$ cat config.mk
export PLATFORM = sky130hd
export DESIGN_NAME = status_vector_ctrl
export DESIGN_NICKNAME = d
export VERILOG_FILES = /design/src/rtl/status_vector_pkg.sv /design/src/rtl/status_vector_rr_arb.sv /design/src/rtl/status_vector_ctrl.sv
export SDC_FILE = /design/constraint.sdc
export NUM_CORES = 1
export LEC_CHECK = 0
export ABC_AREA = 1
export BUFFER_PORTS_ARGS = -buffer_cell sky130_fd_sc_hd__buf_2
export CORE_MARGIN = 8
export CORE_UTILIZATION = 49
export DETAILED_ROUTE_END_ITERATION = 8
export GPL_ROUTABILITY_DRIVEN = 0
export GPL_TIMING_DRIVEN = 0
export PLACE_DENSITY = 0.92
export SYNTH_ARGS = -nofsm -noshare
export SYNTH_HDL_FRONTEND = slang
export SYNTH_SLANG_ARGS = --single-unit
$ cat constraint.sdc
create_clock -name clk_i -period 3.1 [get_ports clk_i]
set_input_delay 0.62 -clock clk_i [delete_from_list [all_inputs] [get_ports clk_i]]
set_output_delay 0.62 -clock clk_i [all_outputs]
set_load 0.05 [all_outputs]
$ cat src/rtl/status_vector_pkg.sv
// Shared types and helpers for the status_vector_ctrl front-end.
// Holds the drain-state encoding and the occupancy-counter width function.
package status_vector_pkg;

    typedef enum logic [1:0] {
        RUN   = 2'd0,
        DRAIN = 2'd1,
        DONE  = 2'd2
    } drain_state_t;

    // Occupancy must represent 0..depth inclusive.
    function automatic int count_width(input int depth);
        return $clog2(depth + 1);
    endfunction

endpackage

$ cat src/rtl/status_vector_rr_arb.sv
// Combinational round-robin arbiter: first asserted request at or above ptr_i, with wrap.
// Returns a one-hot grant, the winner index and a valid flag.
module status_vector_rr_arb
    import status_vector_pkg::*;
#(
    parameter int N  = 4,
    parameter int IW = $clog2(N)
) (
    input  logic [N-1:0]  req_i,
    input  logic [IW-1:0] ptr_i,
    output logic [N-1:0]  grant_o,
    output logic [IW-1:0] idx_o,
    output logic          valid_o
);

    int unsigned   cand;
    logic [IW-1:0] cand_idx;
    logic          found;

    // NOTE: every variable gets a default before the loop so no latch is inferred.
    always_comb begin
        grant_o  = '0;
        idx_o    = '0;
        valid_o  = 1'b0;
        found    = 1'b0;
        cand     = 0;
        cand_idx = '0;
        for (int k = 0; k < N; k++) begin
            cand     = (32'(ptr_i) + 32'(k)) % 32'(N);
            cand_idx = IW'(cand);
            if (!found && req_i[cand_idx]) begin
                found             = 1'b1;
                idx_o             = cand_idx;
                grant_o[cand_idx] = 1'b1;
            end
        end
        valid_o = found;
    end

endmodule

$ cat src/rtl/status_vector_ctrl.sv
// Front-end controller for one status_value_vector: round-robin push arbitration, pull/set
// qualification, local occupancy tracking and a drain FSM. Optional checker: STATUS_VECTOR_CTRL_CHECK_EN.
module status_vector_ctrl
    import status_vector_pkg::*;
#(
    parameter int NUM_REQ = 4,
    parameter int DEPTH   = 64,
    parameter int WIDTH   = 8
) (
    input  logic                          clk_i,
    input  logic                          rst_i,
    input  logic [NUM_REQ-1:0]            push_req_i,
    input  logic [NUM_REQ*WIDTH-1:0]      push_data_i,
    output logic [NUM_REQ-1:0]            push_ack_o,
    input  logic [NUM_REQ-1:0]            set_req_i,
    input  logic [NUM_REQ*WIDTH-1:0]      set_data_i,
    output logic [NUM_REQ-1:0]            set_ack_o,
    input  logic                          pull_req_i,
    output logic                          pull_ack_o,
    input  logic                          drain_i,
    output logic                          drain_done_o,
    output logic [count_width(DEPTH)-1:0] count_o,
    output logic                          svv_push_o,
    output logic                          svv_pull_o,
    output logic                          svv_set_o,
    output logic [WIDTH-1:0]              svv_value_o,
    output logic [WIDTH-1:0]              svv_set_value_o
`ifdef STATUS_VECTOR_CTRL_CHECK_EN
    ,
    input  logic                          svv_valid_i,
    input  logic                          svv_full_i,
    output logic                          mismatch_o
`endif
);

    localparam int CW = count_width(DEPTH);
    localparam int IW = $clog2(NUM_REQ);
    localparam logic [CW-1:0] DEPTH_C = CW'(DEPTH);

    drain_state_t       state_q, state_d;
    logic [CW-1:0]      count_q;
    logic [IW-1:0]      rr_ptr_q;
    logic [IW-1:0]      owner_q;
    logic               owner_valid_q;

    logic [NUM_REQ-1:0] win_grant;
    logic [IW-1:0]      win_idx;
    logic               win_valid;
    logic               pull_acc;
    logic               push_ok;
    logic               push_acc;
    logic               set_acc;

    status_vector_rr_arb #(
        .N  (NUM_REQ),
        .IW (IW)
    ) u_arb (
        .req_i   (push_req_i),
        .ptr_i   (rr_ptr_q),
        .grant_o (win_grant),
        .idx_o   (win_idx),
        .valid_o (win_valid)
    );

    // Acks are gated by rst_i so every output reads 0 while reset is held.
    assign pull_acc = !rst_i && pull_req_i && (count_q != '0);
    assign push_ok  = !rst_i && (state_q == RUN) && ((count_q < DEPTH_C) || pull_acc);
    assign push_acc = push_ok && win_valid;
    assign set_acc  = !rst_i && owner_valid_q && set_req_i[owner_q] && !push_acc
                      && (count_q != '0) && !(pull_acc && (count_q == CW'(1)));

    always_comb begin
        set_ack_o = '0;
        if (set_acc) begin
            set_ack_o[owner_q] = 1'b1;
        end
    end

    assign push_ack_o   = push_acc ? win_grant : '0;
    assign pull_ack_o   = pull_acc;
    assign count_o      = count_q;
    assign drain_done_o = (state_q == DONE);

    always_comb begin
        state_d = state_q;
        unique case (state_q)
            RUN:     if (drain_i) state_d = DRAIN;
            DRAIN:   if (!drain_i) state_d = RUN;
                     else if (count_q == '0) state_d = DONE;
            DONE:    if (!drain_i) state_d = RUN;
            default: state_d = RUN;
        endcase
    end

    // NOTE: sequential state uses non-blocking assignments so all registers sample pre-edge values.
    always_ff @(posedge clk_i or posedge rst_i) begin
        if (rst_i) begin
            state_q         <= RUN;
            count_q         <= '0;
            rr_ptr_q        <= '0;
            owner_q         <= '0;
            owner_valid_q   <= 1'b0;
            svv_push_o      <= 1'b0;
            svv_pull_o      <= 1'b0;
            svv_set_o       <= 1'b0;
            svv_value_o     <= '0;
            svv_set_value_o <= '0;
        end else begin
            state_q    <= state_d;
            svv_push_o <= push_acc;
            svv_pull_o <= pull_acc;
            svv_set_o  <= set_acc;

            if (push_acc && !pull_acc) begin
                count_q <= count_q + CW'(1);
            end else if (pull_acc && !push_acc) begin
                count_q <= count_q - CW'(1);
            end

            if (push_acc) begin
                rr_ptr_q      <= (win_idx == IW'(NUM_REQ - 1)) ? '0 : win_idx + IW'(1);
                owner_q       <= win_idx;
                owner_valid_q <= 1'b1;
                svv_value_o   <= push_data_i[win_idx*WIDTH +: WIDTH];
            end else if (pull_acc && (count_q == CW'(1))) begin
                owner_valid_q <= 1'b0;
            end

            if (set_acc) begin
                svv_set_value_o <= set_data_i[owner_q*WIDTH +: WIDTH];
            end
        end
    end

`ifdef STATUS_VECTOR_CTRL_CHECK_EN
    // The vector applies a strobe one edge after the count changes, so compare against count_q delayed.
    logic [CW-1:0] count_d1_q;

    always_ff @(posedge clk_i or posedge rst_i) begin
        if (rst_i) begin
            count_d1_q <= '0;
            mismatch_o <= 1'b0;
        end else begin
            count_d1_q <= count_q;
            if ((svv_valid_i != (count_d1_q != '0)) || (svv_full_i != (count_d1_q == DEPTH_C))) begin
                mismatch_o <= 1'b1;
            end
        end
    end
`endif

endmodule

Word level (Yosys, flattened, before mapping)
Cells that the tools add are included.
W data, S select, Z words.
- reduce and logical (&&, ||, !) cells: 35
- equality and inequality tests: 7
- add/subtract/negate cells: 6
- magnitude comparators: 11
- bitwise operators: 3
- muxes and demuxes: 44
- shifts and indexed selects: 2
- operators by type and width (cell ; count):
    $shiftx A32 B6 Y8 ; 2
    $mux W4 ; 6
    $logic_and A1 B1 Y1 ; 21
    $mux W2 ; 9
    $mux W1 ; 16
    $lt A2 B3 Y1 const B ; 5
    $mux W7 ; 2
    $or A4 B4 Y4 ; 3
    $bmux W1 S2 ; 5
    $demux W1 S2 ; 5
    $ge A2 B1 Y1 const B ; 5
    $add A7 B1 Y7 const B ; 1
    $eq A7 B1 Y1 const B ; 1
    $logic_not A1 Y1 ; 7
    $logic_not A7 Y1 ; 1
    $lt A7 B7 Y1 const B ; 1
    $reduce_bool A7 Y1 ; 1
    $sub A7 B1 Y7 const B ; 1
    $pmux W2 S3 ; 1
    $add A2 B1 Y2 const B ; 2
    $add A2 B2 Y2 const B ; 2
    $eq A2 B2 Y1 const B ; 2
    $ne A2 B2 Y1 const B ; 2
    $reduce_bool A2 Y1 ; 2
    other kinds (5) ; 5
- register bits after elaboration: 33
- logic and storage cells: 118
- input bits: 76

Logic depth before layout (Yosys ltp)
- depth in word-level cells: 18
- depth in mapped cells: 19
- gate-level depth less buffers: 17

Modules after synthesis
From an unflattened synthesis, not the netlist that was laid out.
- cell total of the unflattened synthesis: 366
- area, all modules: 2607.5 µm²
- by module, submodules not included (module ; times used ; seq. area each (µm²) ; area an instance (µm²) ; cells each):
    status_vector_ctrl ; 1 ; 825.8 ; 2167.1 ; 292
    status_vector_rr_arb ; 1 ; 0.0 ; 440.4 ; 74

Least setup slack after synthesis
Ideal clock, no wire load.
- path kind: input -> output
- start: input rst_i
- end: output set_ack_o[3]
- arrival: 2656 ps
- path buffers: 1
- slack: -176 ps
- cell stages on the path: 6
- cell sequence: inv_1 nand3_1 nor3_2 nand2_4 buf_6 nor2_1
- longest elaborated chain between the ends: 11
- RTL lines (item ; line ; RTL):
    start, declared ; status_vector_ctrl.sv:11 ; input logic rst_i,
    $logic_not A1 Y1 (no source line) (*) ; -- ;
    $logic_and A1 B1 Y1 (2 in a row) ; status_vector_ctrl.sv:66 ; assign pull_acc = !rst_i && pull_req_i && (count_q != '0);
    $logic_or A1 B1 Y1 ; status_vector_ctrl.sv:67 ; assign push_ok = !rst_i && (state_q == RUN) && ((count_q < DEPTH_C) || pull_acc);
    $logic_and A1 B1 Y1 ; status_vector_ctrl.sv:67 ;
    $logic_and A1 B1 Y1 ; status_vector_ctrl.sv:68 ; assign push_acc = push_ok && win_valid;
    $logic_not A1 Y1 ; status_vector_ctrl.sv:69 ; assign set_acc = !rst_i && owner_valid_q && set_req_i[owner_q] && !push_acc
    $logic_and A1 B1 Y1 ; status_vector_ctrl.sv:69 ;
    $logic_and A1 B1 Y1 ; status_vector_ctrl.sv:70 ; && (count_q != '0) && !(pull_acc && (count_q == CW'(1)));
    $logic_and A1 B1 Y1 (*) ; status_vector_ctrl.sv:70 ;
    $mux W4 (*) ; status_vector_ctrl.sv:74 ; if (set_acc) begin
    end, declared ; status_vector_ctrl.sv:17 ; output logic [NUM_REQ-1:0] set_ack_o,
Mark *: on every way between the ends. The rest lies on a longest branch, timed or not.

Final worst setup path
- start: register rr_ptr_q[0]
- end: output set_ack_o[1]
- longest elaborated chain between the ends: 18
- RTL lines (item ; line ; RTL):
    start, declared ; status_vector_ctrl.sv:42 ; logic [IW-1:0] rr_ptr_q;
    start signal, assigned ; status_vector_ctrl.sv:121 ; rr_ptr_q <= (win_idx == IW'(NUM_REQ - 1)) ? '0 : win_idx + IW'(1);
    branches (longest 11 deep; another with $add A2 B1 Y2) ; -- ;
    $mux W1 (*) ; status_vector_rr_arb.sv:31 ; if (!found && req_i[cand_idx]) begin
    $logic_and A1 B1 Y1 (*) ; status_vector_ctrl.sv:68 ;
    $logic_not A1 Y1 (*) ; status_vector_ctrl.sv:69 ;
    $logic_and A1 B1 Y1 (*) ; status_vector_ctrl.sv:69 ;
    $logic_and A1 B1 Y1 (*) (2 in a row) ; status_vector_ctrl.sv:70 ;
    $mux W4 (*) ; status_vector_ctrl.sv:74 ;
Mark *: on every way between the ends. The select of a mux whose other input is x is not followed.

==> flow_summary.yaml <==
global_routing:
  grt_max_degree: 19
  grt_remaining_overflow: 0
  antenna_found_initial: 0
  grt_pass1_vias: 3086
  grt_pass1_wl_um: 13700
  grt.total_usage_pct: 19.6
drt:
  drtAntennaViolNets: 0
  vias_per_cell: 5.10
  wl_per_cell_um: 13.9
  dr.pass1.iters: 4
  route.met3.wl_um: 445
  top_layer_used: "met4"
  finalWirelength_um: 8120
  first_iter_violations: 179
  route.detailed.drc: 0
  wl_met2_um: 4170
  drt-met1-wl_um: 3320
  vias: 2971
critical_path:
  r2r_cells: 18
  critPathMaxStageDelay_ns: 0.37
  r2r_slack_ns: 0.27
  critPathKind: "reg2out"
  start_kind: "flop"
  worstPathMaxFanout: 12
  cpLargestDelayFamily: "simple AND/OR/NAND/NOR gates"
  r2r-start: "rr_ptr_q[0]"
  cp-end-kind: "output pin"
  r2r_end: "count_o[4]"
  arrival_ns: 2.34
  path_cells: "buf_6 -> clkinv_8 -> ha_4 -> inv_2 -> nand3_2 -> nand2_4 -> nand2_2 -> nor2_4 -> nand2_2 -> nand2_4 -> nand2_4 -> nor3_4 -> buf_6"
  critPathLaunch: "rr_ptr_q[0]"
  required_ns: 2.48
  crit_top_cell: "nand2_4"
  path_depth: 13
  crit_slowest_cell: "dfrtp_1"
  path_buf_inv: 4
  critPathCapture: "set_ack_o[1]"
floorplanning:
  die-area_sq_um: 8140
  ios: 112
  fp.dieH_um: 90.2
  rows: 27
  die_w_um: 90.2
  core_area_sq_um: 5410
  initial_core_util_pct: 50.0
sta:
  holdWs_ns: 0.361
  maxSlewViolCount: 0
  fin_crit_ns: 2.96
  finalHoldViolations: 0
  fmax_mhz: 337
  tightest_slew_ns: 0.801
  timing.slew.headroom_pct: 46.3
  period_share_pct: 95.6
  rsz0062_at_grt: "yes"
  setup_viol: 0
  tns_ns: 0
  fin_ws_ns: 0.137
  clock_skew_ns: 0.00644
layout:
  drive_gt1_share_pct: 37.0
  insertedDiodeCount: 0
  areaGrowthSynthToFinish_pct: 33.9
  nets: 598
  stdcell_count: 583
  fin_util_pct: 66.9
  nFillCells: 457
yosys:
  yosys_warnings: 0
  yosysTopAreaCell: "dfrtp_1"
  yosysSeqAreaShare_pct: 30.6
  post_synth_main_area_contributors: "dfrtp_1 31%, nand2_1 15%, nand3_1 8.9%, inv_1 8.8%, ha_1 5.6%"
  syn_inst: 385
  async_flop_share_pct: 100
  syn-cell-area_sq_um: 2700
  synth.avg_cell_area_sq_um: 7.01
  synthTopCellsByCount: "106 x nand2_1, 63 x inv_1, 48 x nand3_1"
  synth-edff-count: 0
  yosysTopAreaCellShare_pct: 30.6
  synthMostInstantiatedCell: "nand2_1"
  synth_top_flop_cell: "dfrtp_1"
  synth_cell_types: 38
  synth.net_count: 473
  synth-seq-cells: 33
worst_hold_path:
  hp-class: "in2async"
cts:
  cts.clk_slew.worst_paths_ns: 0.07
  clockBufferDepth: 2
  worstSkewPairLatency_ns: 0.29
  htree_num_levels: 2
  cts_root_buf: "clkbuf_8"
  clock_sinks: 33
  cts_tree: "built"
  cts_buffers: 5
power_and_ir_drop:
  p_leak_uw: 0.00207
  ir_worst_vdd_v: 0.000803
  power.density_nw_per_um2: 1180
run_status:
  outcome: "completed"
placement:
  dp_slack_ns: -0.184
  placed_cells: 568
  dp_hpwl_um: 6260
  port_buffers: 111
flow_run:
  drv_cap: 0
-- layout by cell type (no fill, tap or decap), types with 4 or more instances in the layout --
cell,Yosys,final
buf_4,2,13
nor2_1,16,14
nand2_1,106,105
o21ai_2,8,8
a221oi_1,8,8
dfrtp_1,33,32
o21ai_0,13,13
nand3_2,7,7
nor2_2,5,6
buf_6,5,8
nand2_4,4,4
buf_2,3,106
inv_2,5,6
inv_1,63,60
clkbuf_8,0,5
nand2_2,8,9
nand3_1,48,48
a21oi_1,10,10
ha_1,12,11
xor2_1,5,5
-- registers in the layout (all words and copies together), names as in the netlist --
register,count
owner_valid_q,1
count_o,7
owner_q,2
svv_pull_o,1
svv_value_o,8
svv_push_o,1
state_q,2
rr_ptr_q,2
svv_set_value_o,8
svv_set_o,1
-- how the worst min path moves through the flow --
stage / startpoint / endpoint / slack, ns / cells after the start
5_1_grt: rst_i / svv_set_value_o[4] / 0.38 / 2
4_1_cts: rst_i / svv_value_o[6] / 0.36 / 2
6_report: rst_i / svv_value_o[6] / 0.36 / 2
3_5_place_dp: svv_value_o[7] / svv_value_o[7] / 0.46 / 2
3_3_place_gp: svv_set_value_o[1] / svv_set_value_o[1] / 0.46 / 2
2_1_floorplan: owner_valid_q / owner_valid_q / 0.47 / 2
-- final cells by class --
type | count | area (sq um) | share of cell area, %
timing repair inverter | 1 | 5.00 | 0.138
clock inverter | 3 | 65.1 | 1.80
sequential | 33 | 827 | 22.9
timing repair buffer | 118 | 643 | 17.8
multi-input combinational | 271 | 1550 | 42.9
buffer | 9 | 75.1 | 2.08
clock buffer | 5 | 68.8 | 1.90
tap | 72 | 90.1 | 2.49
inverter | 71 | 289 | 8.00
-- cell families after synthesis --
| kind of cell | count (synthesis) | synth area share (%) |
|---|---|---|
| XOR/XNOR | 7 | 2.27 |
| AO/OA/AOI/OAI | 47 | 11.6 |
| adder cells (fa/ha/maj) | 12 | 5.56 |
| flip-flops | 33 | 30.6 |
| AND/OR/NAND/NOR | 205 | 36.6 |
| buffers and inverters | 81 | 13.3 |
-- report_power, final --
part           switching, uW  internal, uW  leakage, uW  total [uW]
clock network            164           319    0.0000681         483
logic                   2070           947      0.00160        3010
registers                160           613     0.000405         773
total                   2390          1880      0.00207        4270
-- through the flow --
step / instance area [sq um] / total power [uW]
floorplan: 2700 / 2980
CTS: 3540 / 4180
detailed placement: 3350 / 3610
finish: 3610 / 4270
global placement: 3350 / 3500
global route: 3610 / 4580
-- per-layer routing --
layer  up-vias  GRT usage, %
met5         -             0
li1       1477             -
met3        19          4.41
met1      1363          21.8
met4         0          6.10
met2       112          35.9
-- what timing repair did --
item                                    in CTS  in global routing
hold buffers                                 0                  0
cloned                                       1                  0
endpoints found under the setup margin      10                  8
setup buffers                                2                  5
gates resized for setup                     10                 18
pin swaps                                    0                  1
Power figures use the tool's default switching activity.
